==> config.mk <==
export PLATFORM = sky130hd
export DESIGN_NAME = piso_serializer
export DESIGN_NICKNAME = d
export VERILOG_FILES = /design/src/rtl/piso_serializer.sv
export SDC_FILE = /design/constraint.sdc
export NUM_CORES = 1
export LEC_CHECK = 0
export ABC_AREA = 1
export ABC_CLOCK_PERIOD_IN_PS = 1400
export CORE_ASPECT_RATIO = 1.5
export CORE_UTILIZATION = 48
export DETAILED_ROUTE_END_ITERATION = 6
export GPL_ROUTABILITY_DRIVEN = 0
export PLACE_DENSITY = 0.74
export SLEW_MARGIN = 20
export SYNTH_ARGS = -nofsm -noshare
export SYNTH_HDL_FRONTEND = slang
export SYNTH_SLANG_ARGS = --single-unit
==> constraint.sdc <==
create_clock -name clk -period 1.4 [get_ports clk]
set_input_delay 0.42 -clock clk [delete_from_list [all_inputs] [get_ports clk]]
set_output_delay 0.42 -clock clk [all_outputs]
set_load 0.01 [all_outputs]
==> src/rtl/piso_serializer.sv <==
// Parallel-in serial-out transmitter: takes WIDTH-bit words over valid/ready and
// shifts them out one bit per clock with frame_start/frame_end strobes.
module piso_serializer #(
  parameter int WIDTH     = 8,
  parameter bit LSB_FIRST = 1'b0,
  parameter int GAP       = 0
) (
  input  logic             clk,
  input  logic             rst,
  input  logic [WIDTH-1:0] in_data,
  input  logic             in_valid,
  output logic             in_ready,
  output logic             ser_o,
  output logic             ser_valid,
  output logic             frame_start,
  output logic             frame_end,
  output logic             busy
);

  localparam int BW = $clog2(WIDTH);
  localparam int GW = (GAP > 0) ? $clog2(GAP + 1) : 1;

  typedef enum logic [1:0] {IDLE, SHIFT, GAPWAIT} state_t;

  state_t           r_state;
  logic [WIDTH-1:0] r_shift;
  logic [WIDTH-1:0] r_hold;
  logic             r_holdValid;
  logic [BW-1:0]    r_bitCnt;
  logic [GW-1:0]    r_gapCnt;
  logic             r_serValid;
  logic             r_frameStart;
  logic             r_frameEnd;

  logic             w_xfer;
  logic             w_lastBit;
  logic             w_gapDone;
  logic             w_frameDone;
  logic             w_load;
  logic [WIDTH-1:0] w_loadWord;
  logic [WIDTH-1:0] w_shifted;

  assign in_ready    = !r_holdValid && !rst;
  assign w_xfer      = in_valid && in_ready;
  assign w_lastBit   = (r_state == SHIFT) && (r_bitCnt == BW'(WIDTH - 1));
  assign w_gapDone   = (r_state == GAPWAIT) && (r_gapCnt == GW'(1));
  // A frame is "done" when the next word may start on this edge.
  assign w_frameDone = (w_lastBit && (GAP == 0)) || w_gapDone;
  assign w_load      = ((r_state == IDLE) && w_xfer) ||
                       (w_frameDone && (r_holdValid || w_xfer));
  assign w_loadWord  = r_holdValid ? r_hold : in_data;
  assign w_shifted   = LSB_FIRST ? {1'b0, r_shift[WIDTH-1:1]}
                                 : {r_shift[WIDTH-2:0], 1'b0};

  // Zeros shift in behind the frame, so ser_o is already 0 once a frame ends.
  assign ser_o       = LSB_FIRST ? r_shift[0] : r_shift[WIDTH-1];
  assign ser_valid   = r_serValid;
  assign frame_start = r_frameStart;
  assign frame_end   = r_frameEnd;
  assign busy        = (r_state != IDLE) || r_holdValid;

  always_ff @(posedge clk or posedge rst) begin
    if (rst) begin
      r_state      <= IDLE;
      r_shift      <= '0;
      r_hold       <= '0;
      r_holdValid  <= 1'b0;
      r_bitCnt     <= '0;
      r_gapCnt     <= '0;
      r_serValid   <= 1'b0;
      r_frameStart <= 1'b0;
      r_frameEnd   <= 1'b0;
    end else begin
      if (w_load && r_holdValid) begin
        r_holdValid <= 1'b0;
      end else if (w_xfer && !w_load) begin
        r_hold      <= in_data;
        r_holdValid <= 1'b1;
      end

      if (w_load) begin
        r_state      <= SHIFT;
        r_shift      <= w_loadWord;
        r_bitCnt     <= '0;
        r_serValid   <= 1'b1;
        r_frameStart <= 1'b1;
        r_frameEnd   <= 1'b0;
      end else if (w_lastBit && (GAP > 0)) begin
        r_state    <= GAPWAIT;
        r_gapCnt   <= GW'(GAP);
        r_shift    <= w_shifted;
        r_serValid <= 1'b0;
        r_frameEnd <= 1'b0;
      end else if (w_frameDone) begin
        r_state    <= IDLE;
        r_shift    <= '0;
        r_serValid <= 1'b0;
        r_frameEnd <= 1'b0;
      end else if (r_state == SHIFT) begin
        r_shift      <= w_shifted;
        r_bitCnt     <= r_bitCnt + 1'b1;
        r_frameStart <= 1'b0;
        r_frameEnd   <= (r_bitCnt == BW'(WIDTH - 2));
      end else if (r_state == GAPWAIT) begin
        r_gapCnt <= r_gapCnt - 1'b1;
      end
    end
  end

endmodule

==> results of run 1 <==
-- final cells by class --
class / count / area share (%)
Multi-Input combinational cell: 111 / 40.6
Sequential cell: 23 / 31.6
Timing Repair Buffer: 43 / 21.5
Inverter: 14 / 3.16
Tap cell: 24 / 1.65
Clock buffer: 4 / 1.44
-- Yosys cell counts --
library cell and instances:
mux2i_1 1, ha_1 3, buf_6 1, a21oi_1 2, o21ai_2 4, or2_2 5, o21bai_4 1, nand3_2 1
inv_1 13, inv_2 1, nor2_4 1, nand2_2 5, nor2_2 1, nand2_1 46, nand3_1 28, nor2_1 4
dfrtp_1 23, o21ai_0 8, a21oi_4 1
-- registers in the layout, summed over array words and instances (netlist names) --
name and count:
r_hold 8, r_shift 8, r_bitCnt 3, frame_end 1, frame_start 1, r_holdValid 1, r_state 1
-- cell usage in the layout, fill, tap and decap left out, types with 2 or more instances in the layout --
cell,n
a21oi_1,2
buf_12,2
buf_4,22
buf_6,4
clkbuf_4,3
clkdlybuf4s15_1,3
clkdlybuf4s50_1,8
dfrtp_1,23
inv_1,11
inv_4,2
nand2_1,43
nand2_2,3
nand2_4,4
nand3_1,15
nand3_2,13
nor2_1,3
nor2_4,3
o21ai_0,3
o21ai_1,2
o21ai_2,7
or2_2,5
-- through the flow --
step | total power, µW | TNS, ps | worst slack, ps | cell area (µm²)
2_1_floorplan | 2150 | 0 | 6.91 | 1230
3_3_place_gp | 2690 | -7130 | -526 | 1550
3_5_place_dp | 2760 | -7990 | -560 | 1550
4_1_cts | 3280 | -133 | -98.5 | 1670
5_1_grt | 3860 | -793 | -127 | 1820
6_report | 3590 | -296 | -98.2 | 1820
-- per-layer routing --
layer  global-route usage (%)  routed length [µm]
met5                        0                   0
met1                     26.1                1330
met4                     10.2                  87
met3                     1.69                 103
met2                     42.2                1620
-- critical path: stages, from the launching register on --
cell,delay [ps]
dfrtp_1,410
buf_6,130
nor2_4,90
buf_6,110
-- worst paths after layout --
path                         endpoint  depth (start not counted)
max                          in_ready                          3
min                         r_hold[4]                          4
max reg2reg                r_shift[5]                          8
min reg2reg                 frame_end                          2
max in group asynchronous  r_shift[0]                          4
min in group clk            frame_end                          2
-- where the power goes --
group	leakage (µW)	total (µW)	internal (µW)	switching, µW
clock network	0.0000150	326	112	214
registers	0.000287	1120	949	172
logic	0.000658	2140	997	1140
-- kinds of logic after synthesis --
logic type      synth area share [%]
fa+ha+maj                       3.06
flops                           47.0
compound gates                  9.81
buf+inv                         5.21
mux                            0.817
simple gates                    34.1
-- repair_timing --
action / CTS / global route
pin swaps: 8 / 12
hold endpoints to repair: 0 / 0
hold buffers: 0 / 0
resized for setup: 32 / 29
setup buffers: 7 / 3
endpoints found under the setup margin: 20 / 17
==> out/metrics.cfg, run 1 <==
[pwr]
peakVddDrop_mv=1.39
p_leak_uw=0.000961
power.density_nw_per_um2=1970

[clocking]
cts_buffers=3
clock_latency_ps=330
cts_root_buffer=clkbuf_4
clk_pin_slew_worst_paths_ps=130
htree_levels=1
cts_tree=done
cts.sinks=23
clock_path_buffers=2

[die]
ios=17
die_w_um=43.2
fp.dieH_um=63.9
initial_core_util_pct=50.6
core-area_um2=2420
rows=22
dieArea_um2=2760

[global_routing]
grt-ovfl-total=0
grt_pass1_wl_mm=4.82
antenna_found_initial=0
grt_max_degree=24
grt_pass1_vias=1152
grtUsageTotal_pct=23.0

[timing]
hold_violations=0
hold_ws_ps=421
period_minus_slack_ps=1500
finalSetupViolations=9
finalCritPeriodShare_pct=107
grt_setup_unrepaired=yes
max_clock_freq_mhz=667
tightest_slew_ps=267
slew_viol_final=0
finalWorstSetupSlack_ps=-98.2
slew_headroom_pct=81.7
clock_skew_ps=4.87

[detailed_routing]
viasPerCell=5.29
drt_pass1_iterations=5
wl_per_cell_um=14.3
drcViolationCount=0
vias=1159
wl_mm=3.14
drt_iter0_drc=43
ant_nets=0

[logic_synthesis]
avgSynthCellArea_um2=8.22
ys_ff_latch=23
syn_inst=149
synth_nets=163
yosysUniqueCellTypes=19
yosysSeqAreaShare_pct=47.0
synthDominantCellAreaShare_pct=47.0
yosys.area.top_type=dfrtp_1
ys_warn_count=0
syn-cell-area_um2=1220
synthTopCellsByArea=dfrtp_1 47%, nand2_1 14%, nand3_1 11%

[setup_path]
arrival_ps=1080
start_kind=flop
reg2reg_slack_ps=-40
required_ps=980
reg2reg_from=r_holdValid
cp_max_fo=3
end_kind=primary output
path_class=flop to primary output
crit_start=r_holdValid

[place]
dp.cells=205
port-buffer-count=16
hpwl_mm=2.07

[cells_and_area]
synthToLayoutAreaGrowth_pct=48.5
postLayoutCoreUtil_pct=75.1
multiInputGateArea_um2=738
final_cells=219
nFillCells=177
num_antenna_cells=0
finalNetCount=210
drive_above_1_share_pct=39.5
seqCellArea_um2=576

[outcome]
violations=negative setup slack
status=finished with violations

[worst_hold_path]
min-delay-path-class=input pin to asynchronous set/reset pin

[flow_run]
maxCapViolCount=0

(Power assumes the default switching activity.)
==> run 2: changes to the inputs <==
- ABC_CLOCK_PERIOD_IN_PS: 1400 -> 1630
- CORE_UTILIZATION: 48 -> 53
- PLACE_DENSITY: 0.74 -> 0.78
- clock period: 1.4 -> 1.63 ns (I/O delays scaled with it)
==> run 2 against run 1 <==
  * Critical path type unchanged
  * Hold slack better by 63 ps
  * Global-route usage is 2.4 points higher
  * Critical path depth is 1 higher
  * Power is 27% lower
  * Core utilization is 3.7 points lower
  * Via count is 4.9% lower
  * Sequential power is 16% lower
  * Die area is 9.1% lower
  * The flow now finishes without violations
  * Non-clock buffer count is 7 lower
  * Largest power group unchanged
  * Cell count is 3.7% lower
  * Sequential share of layout area is 4.9 points higher
  * Combinational power is 34% lower
==> out/metrics.cfg, run 2 (synthesis gave the netlist of run 1 again) <==
[detailed_routing]
drt_iter0_drc=36  ; -16%
viasPerCell=5.22  ; -1.3%
vias=1102  ; -4.9%
ant_nets=0  ; unchanged
wl_per_cell_um=12.7  ; -11%
drt_pass1_iterations=4  ; -1
wl_mm=2.68  ; -15%
drcViolationCount=0  ; unchanged

[cells_and_area]
largestRegisters=r_hold x8, r_shift x8, r_bitCnt x3
num_antenna_cells=0  ; unchanged
finalNetCount=203  ; -3.3%
synthToLayoutAreaGrowth_pct=28.7
mostFrequentLayoutCells=45 x nand2_1, 28 x nand3_1, 23 x dfrtp_1, 19 x buf_4, 12 x inv_1
postLayoutCoreUtil_pct=71.4  ; -3.7 points
final_common_cell=nand2_1
drive_above_1_share_pct=25.0  ; -14 points
finish.instance_area_um2=1580  ; -13%

[setup_path]
reg2reg_slack_ps=140  ; +180 ps
reg2reg_depth=8  ; unchanged
rr_endpoint=r_shift[5]
start_kind=flop
arrival_ps=1110  ; +30 ps
path_class=flop to primary output
cp_max_fo=2  ; -1
required_ps=1140  ; +160 ps
reg2reg_from=r_bitCnt[1]
end_kind=primary output

[clocking]
clock_path_buffers=2  ; unchanged
clock_latency_ps=320  ; about the same
cts_tree=done
htree_levels=1  ; unchanged
cts_root_buffer=clkbuf_4
cts_buffers=3  ; unchanged
clk_pin_slew_worst_paths_ps=130  ; about the same
holdBufCountCts=0  ; unchanged
cts.sinks=23  ; unchanged

[place]
dp_slack_ps=-473  ; +86.4 ps
hpwl_mm=2.02  ; -2.3%
placed_cell_area_um2=1520  ; -2.0%
port-buffer-count=16  ; unchanged

[timing]
clock_skew_ps=9.74  ; +4.87 ps
slew_viol_final=0  ; unchanged
hold_ws_ps=484  ; +63.1 ps
period_minus_slack_ps=1600
setup_tns_ps=0  ; +296 ps
grt_setup_unrepaired=yes
finalSetupViolations=0  ; -9
finalWorstSetupSlack_ps=31.8  ; +130 ps
max_clock_freq_mhz=626
slew_headroom_pct=84.3  ; +2.6 points
tightest_slew_ps=229  ; -38.5 ps
hold_violations=0  ; unchanged
finalCritPeriodShare_pct=98.1

[flow_run]
maxCapViolCount=0  ; unchanged

[die]
fp.dieH_um=60.9  ; -4.7%
die_w_um=41.3  ; -4.6%
initial_core_util_pct=55.5  ; +4.9 points
core-area_um2=2210  ; -8.9%
dieArea_um2=2510  ; -9.1%
rows=21  ; -4.5%
ios=17  ; unchanged

[pwr]
power.density_nw_per_um2=1670  ; -15%
p_leak_uw=0.000859  ; -11%
peakVddDrop_mv=1.16  ; -16%

[global_routing]
grt_pass1_wl_mm=4.33  ; -10%
grt_max_degree=14  ; -42%
grt_pass1_vias=1048  ; -9.0%
grtUsageTotal_pct=25.4  ; +2.4 points
grt-ovfl-total=0  ; unchanged
antenna_found_initial=0  ; unchanged

[outcome]
status=finished, final reports clean

[worst_hold_path]
min-delay-path-class=input pin to asynchronous set/reset pin

run 2: changes by cell type in the layout (fill, tap and decap cells not counted), moves of 4 or more:
cell | before | now
nand2_4 | 4 | 0
nand3_2 | 13 | 1
nand3_1 | 15 | 28
o21ai_0 | 3 | 8
run 2: area by class of cell:
| class | instances | area [µm²] |
|---|---|---|
| fill | 194 | 631 |
| clock buffer | 4 | 26.3 |
| tap | 23 | 28.8 |
| multi-input combinational | 111 | 588 |
| timing repair buffer | 36 | 305 |
| sequential | 23 | 576 |
| inverter | 14 | 52.6 |
run 2: power by group:
group          switching (µW)  internal [µW]
clock                     176           95.8
combinational             789            631
sequential                129            814
total                    1090           1540
run 2: critical path, cell delays in order (launching register included):
cell	delay (ps)
dfrtp_1	430
buf_6	130
inv_2	50
nand2_1	50
buf_2	130
run 2: routing by layer:
| layer | GRT usage (%) | routed length (µm) | up-vias |
|---|---|---|---|
| li1 | - | - | 559 |
| met1 | 30.0 | 1140 | 520 |
| met2 | 44.4 | 1430 | 15 |
| met3 | 3.30 | 55 | 8 |
| met4 | 9.68 | 53 | 0 |
| met5 | 0 | 0 | - |
run 2: worst max path at each step:
| stage | startpoint | slack [ps] | end |
|---|---|---|---|
| after floorplan | r_bitCnt[1] | 110 | r_hold[6] |
| after global placement | rst | -430 | in_ready |
| after detailed placement | rst | -470 | in_ready |
| after CTS | r_state[0] | 9 | ser_valid |
| after global routing | r_state[0] | -2 | ser_valid |
| final | r_state[0] | 30 | busy |
run 2: timing repair:
action | in CTS | in global routing
hold endpoints to repair | 0 | 0
resized for setup | 13 | 5
pin swaps | 0 | 1
setup buffers | 4 | 0
setup endpoints to repair | 6 | 9
run 2: stage by stage:
step                cells  total power (µW)
finish                211              2630
global route          211              2850
CTS                   211              2620
detailed placement    203              2330
global placement      203              2270
floorplan             149              1830
==> run 3: changes to the inputs <==
- ABC_CLOCK_PERIOD_IN_PS: 1630 -> 1600
- clock period: 1.63 -> 1.6 ns (I/O delays scaled with it)
==> run 3 against run 2 <==
  * Cell count fell by 0.95%
  * Combinational power is essentially flat
  * Wire length shrank 2.6%
  * First-iteration DRC count decreased by 22%
  * Critical endpoint is now in_ready
  * Sequential power increased by 1%
  * Hold slack worse by 9.0 ps
  * Largest power group unchanged
  * Via count down 1.0%
  * Non-clock buffer count fell by 2
  * Clock skew decreased by 6.4 ps
==> out/metrics.cfg, run 3 (synthesis gave the netlist of run 1 again) <==
[detailed_routing]
ant_nets=0  ; unchanged
topRoutingLayerUsed=met4
drt_iter0_drc=28  ; -22%
vias=1091  ; -1.0%
drcViolationCount=0  ; unchanged
wl_met1_mm=1.13  ; -0.44%
drt_pass1_iterations=4  ; unchanged
viasPerCell=5.22  ; about the same
dr_wl_met2_mm=1.39  ; -2.7%
wl_per_cell_um=12.5  ; -1.7%
wl_mm=2.61  ; -2.6%
dr_wl_met3_um=39  ; -29%

[setup_path]
end_kind=primary output
required_ps=1120  ; -20 ps
cp_max_fo=3  ; +1
start_kind=flop
path_class=flop to primary output
arrival_ps=1070  ; -40 ps

[die]
core-area_um2=2210  ; unchanged
die_w_um=41.3  ; unchanged
initial_core_util_pct=55.5  ; unchanged
dieArea_um2=2510  ; unchanged
ios=17  ; unchanged
rows=21  ; unchanged
fp.dieH_um=60.9  ; unchanged

[clocking]
cts_tree=done
clock_path_buffers=2  ; unchanged
cts_root_buffer=clkbuf_4
htree_levels=1  ; unchanged
cts.sinks=23  ; unchanged
cts_buffers=3  ; unchanged
clk_pin_slew_worst_paths_ps=130  ; about the same
holdBufCountCts=0  ; unchanged
clock_latency_ps=310  ; about the same

[timing]
period_minus_slack_ps=1550
finalWorstSetupSlack_ps=49.0  ; +17.3 ps
tightest_slew_ps=231  ; +2.15 ps
max_clock_freq_mhz=645
hold_violations=0  ; unchanged
setup_tns_ps=0  ; unchanged
clock_skew_ps=3.34  ; -6.40 ps
slew_viol_final=0  ; unchanged
finalSetupViolations=0  ; unchanged
slew_headroom_pct=84.2  ; -0.15 points
finalCritPeriodShare_pct=96.9
grt_setup_unrepaired=no

[cells_and_area]
seqCellArea_um2=576  ; unchanged
final_cells=209  ; -0.95%
drive_above_1_share_pct=24.2  ; -0.81 points
finalNetCount=201  ; -0.99%
nFillCells=201  ; +3.6%
synthToLayoutAreaGrowth_pct=27.2
multiInputGateArea_um2=588  ; unchanged
mostFrequentLayoutCells=45 x nand2_1, 28 x nand3_1, 23 x dfrtp_1, 18 x buf_4, 12 x inv_1
largestRegisters=r_hold x8, r_shift x8, r_bitCnt x3
final_common_cell=nand2_1
num_antenna_cells=0  ; unchanged
finish.instance_area_um2=1560  ; -1.2%

[place]
dp.cells=204  ; +0.49%
dp_slack_ps=-466  ; +7.10 ps
hpwl_mm=2.02  ; -0.21%
placed_cell_area_um2=1530  ; +0.49%
port-buffer-count=16  ; unchanged

[global_routing]
grtUsageTotal_pct=24.2  ; -1.2 points
grt_max_degree=14  ; unchanged
grt-ovfl-total=0  ; unchanged
grt_pass1_wl_mm=4.13  ; -4.8%
antenna_found_initial=0  ; unchanged
grt_pass1_vias=1005  ; -4.1%

[pwr]
power.density_nw_per_um2=1690  ; +0.92%
peakVddDrop_mv=1.13  ; -2.6%
p_leak_uw=0.000850  ; -1.0%
power_uw=2630  ; -0.28%

[flow_run]
maxCapViolCount=0  ; unchanged

[worst_hold_path]
min-delay-path-class=input pin to asynchronous set/reset pin

[outcome]
status=finished, final reports clean

run 3: path summary, 6_finish.rpt:
path                             start           to  slack (ps)  depth (start not counted)
max in group asynchronous          rst  r_bitCnt[1]         940                          4
setup / recovery           r_holdValid     in_ready          50                          3
hold reg to reg              r_hold[5]    r_hold[5]         490                          2
hold / removal                     rst   r_shift[7]         480                          4
setup reg to reg           r_holdValid   r_shift[5]         100                          7
min in group clk             r_hold[5]    r_hold[5]         490                          2
run 3: area by class of cell:
| cell class | instances | area share [%] |
|---|---|---|
| Multi-Input combinational cell | 111 | 37.8 |
| Sequential cell | 23 | 36.9 |
| Timing Repair Buffer | 34 | 18.4 |
| Inverter | 14 | 3.37 |
| Tap cell | 23 | 1.85 |
| Clock buffer | 4 | 1.69 |
run 3: power breakdown:
part	leakage, µW	internal, µW	switching (µW)
clock network	0.0000150	97.5	175
registers	0.000287	829	124
logic	0.000548	604	796
total	0.000850	1530	1100
run 3: per-layer routing:
| metal | global-route usage, % | vias up |
|---|---|---|
| li1 | - | 559 |
| met1 | 29.1 | 512 |
| met2 | 41.5 | 15 |
| met3 | 2.20 | 5 |
| met4 | 11.1 | 0 |
| met5 | 0 | - |
run 3: worst max-delay path, cell delays in order (launching register included):
cell	delay, ps
dfrtp_1	410
buf_4	160
nor2_4	90
buf_6	110
run 3: per-stage QoR:
stage / hold slack (ps) / utilization [%]
finish: 475 / 70.6
global route: 511 / 70.6
CTS: 485 / 70.4
detailed placement: 458 / 69.3
global placement: 451 / 69.3
floorplan: 437 / -
run 3: timing repair:
item / CTS / global route
resized for setup: 11 / 5
setup buffers: 1 / 0
endpoints found under the setup margin: 6 / 10
pin swaps: 0 / 1
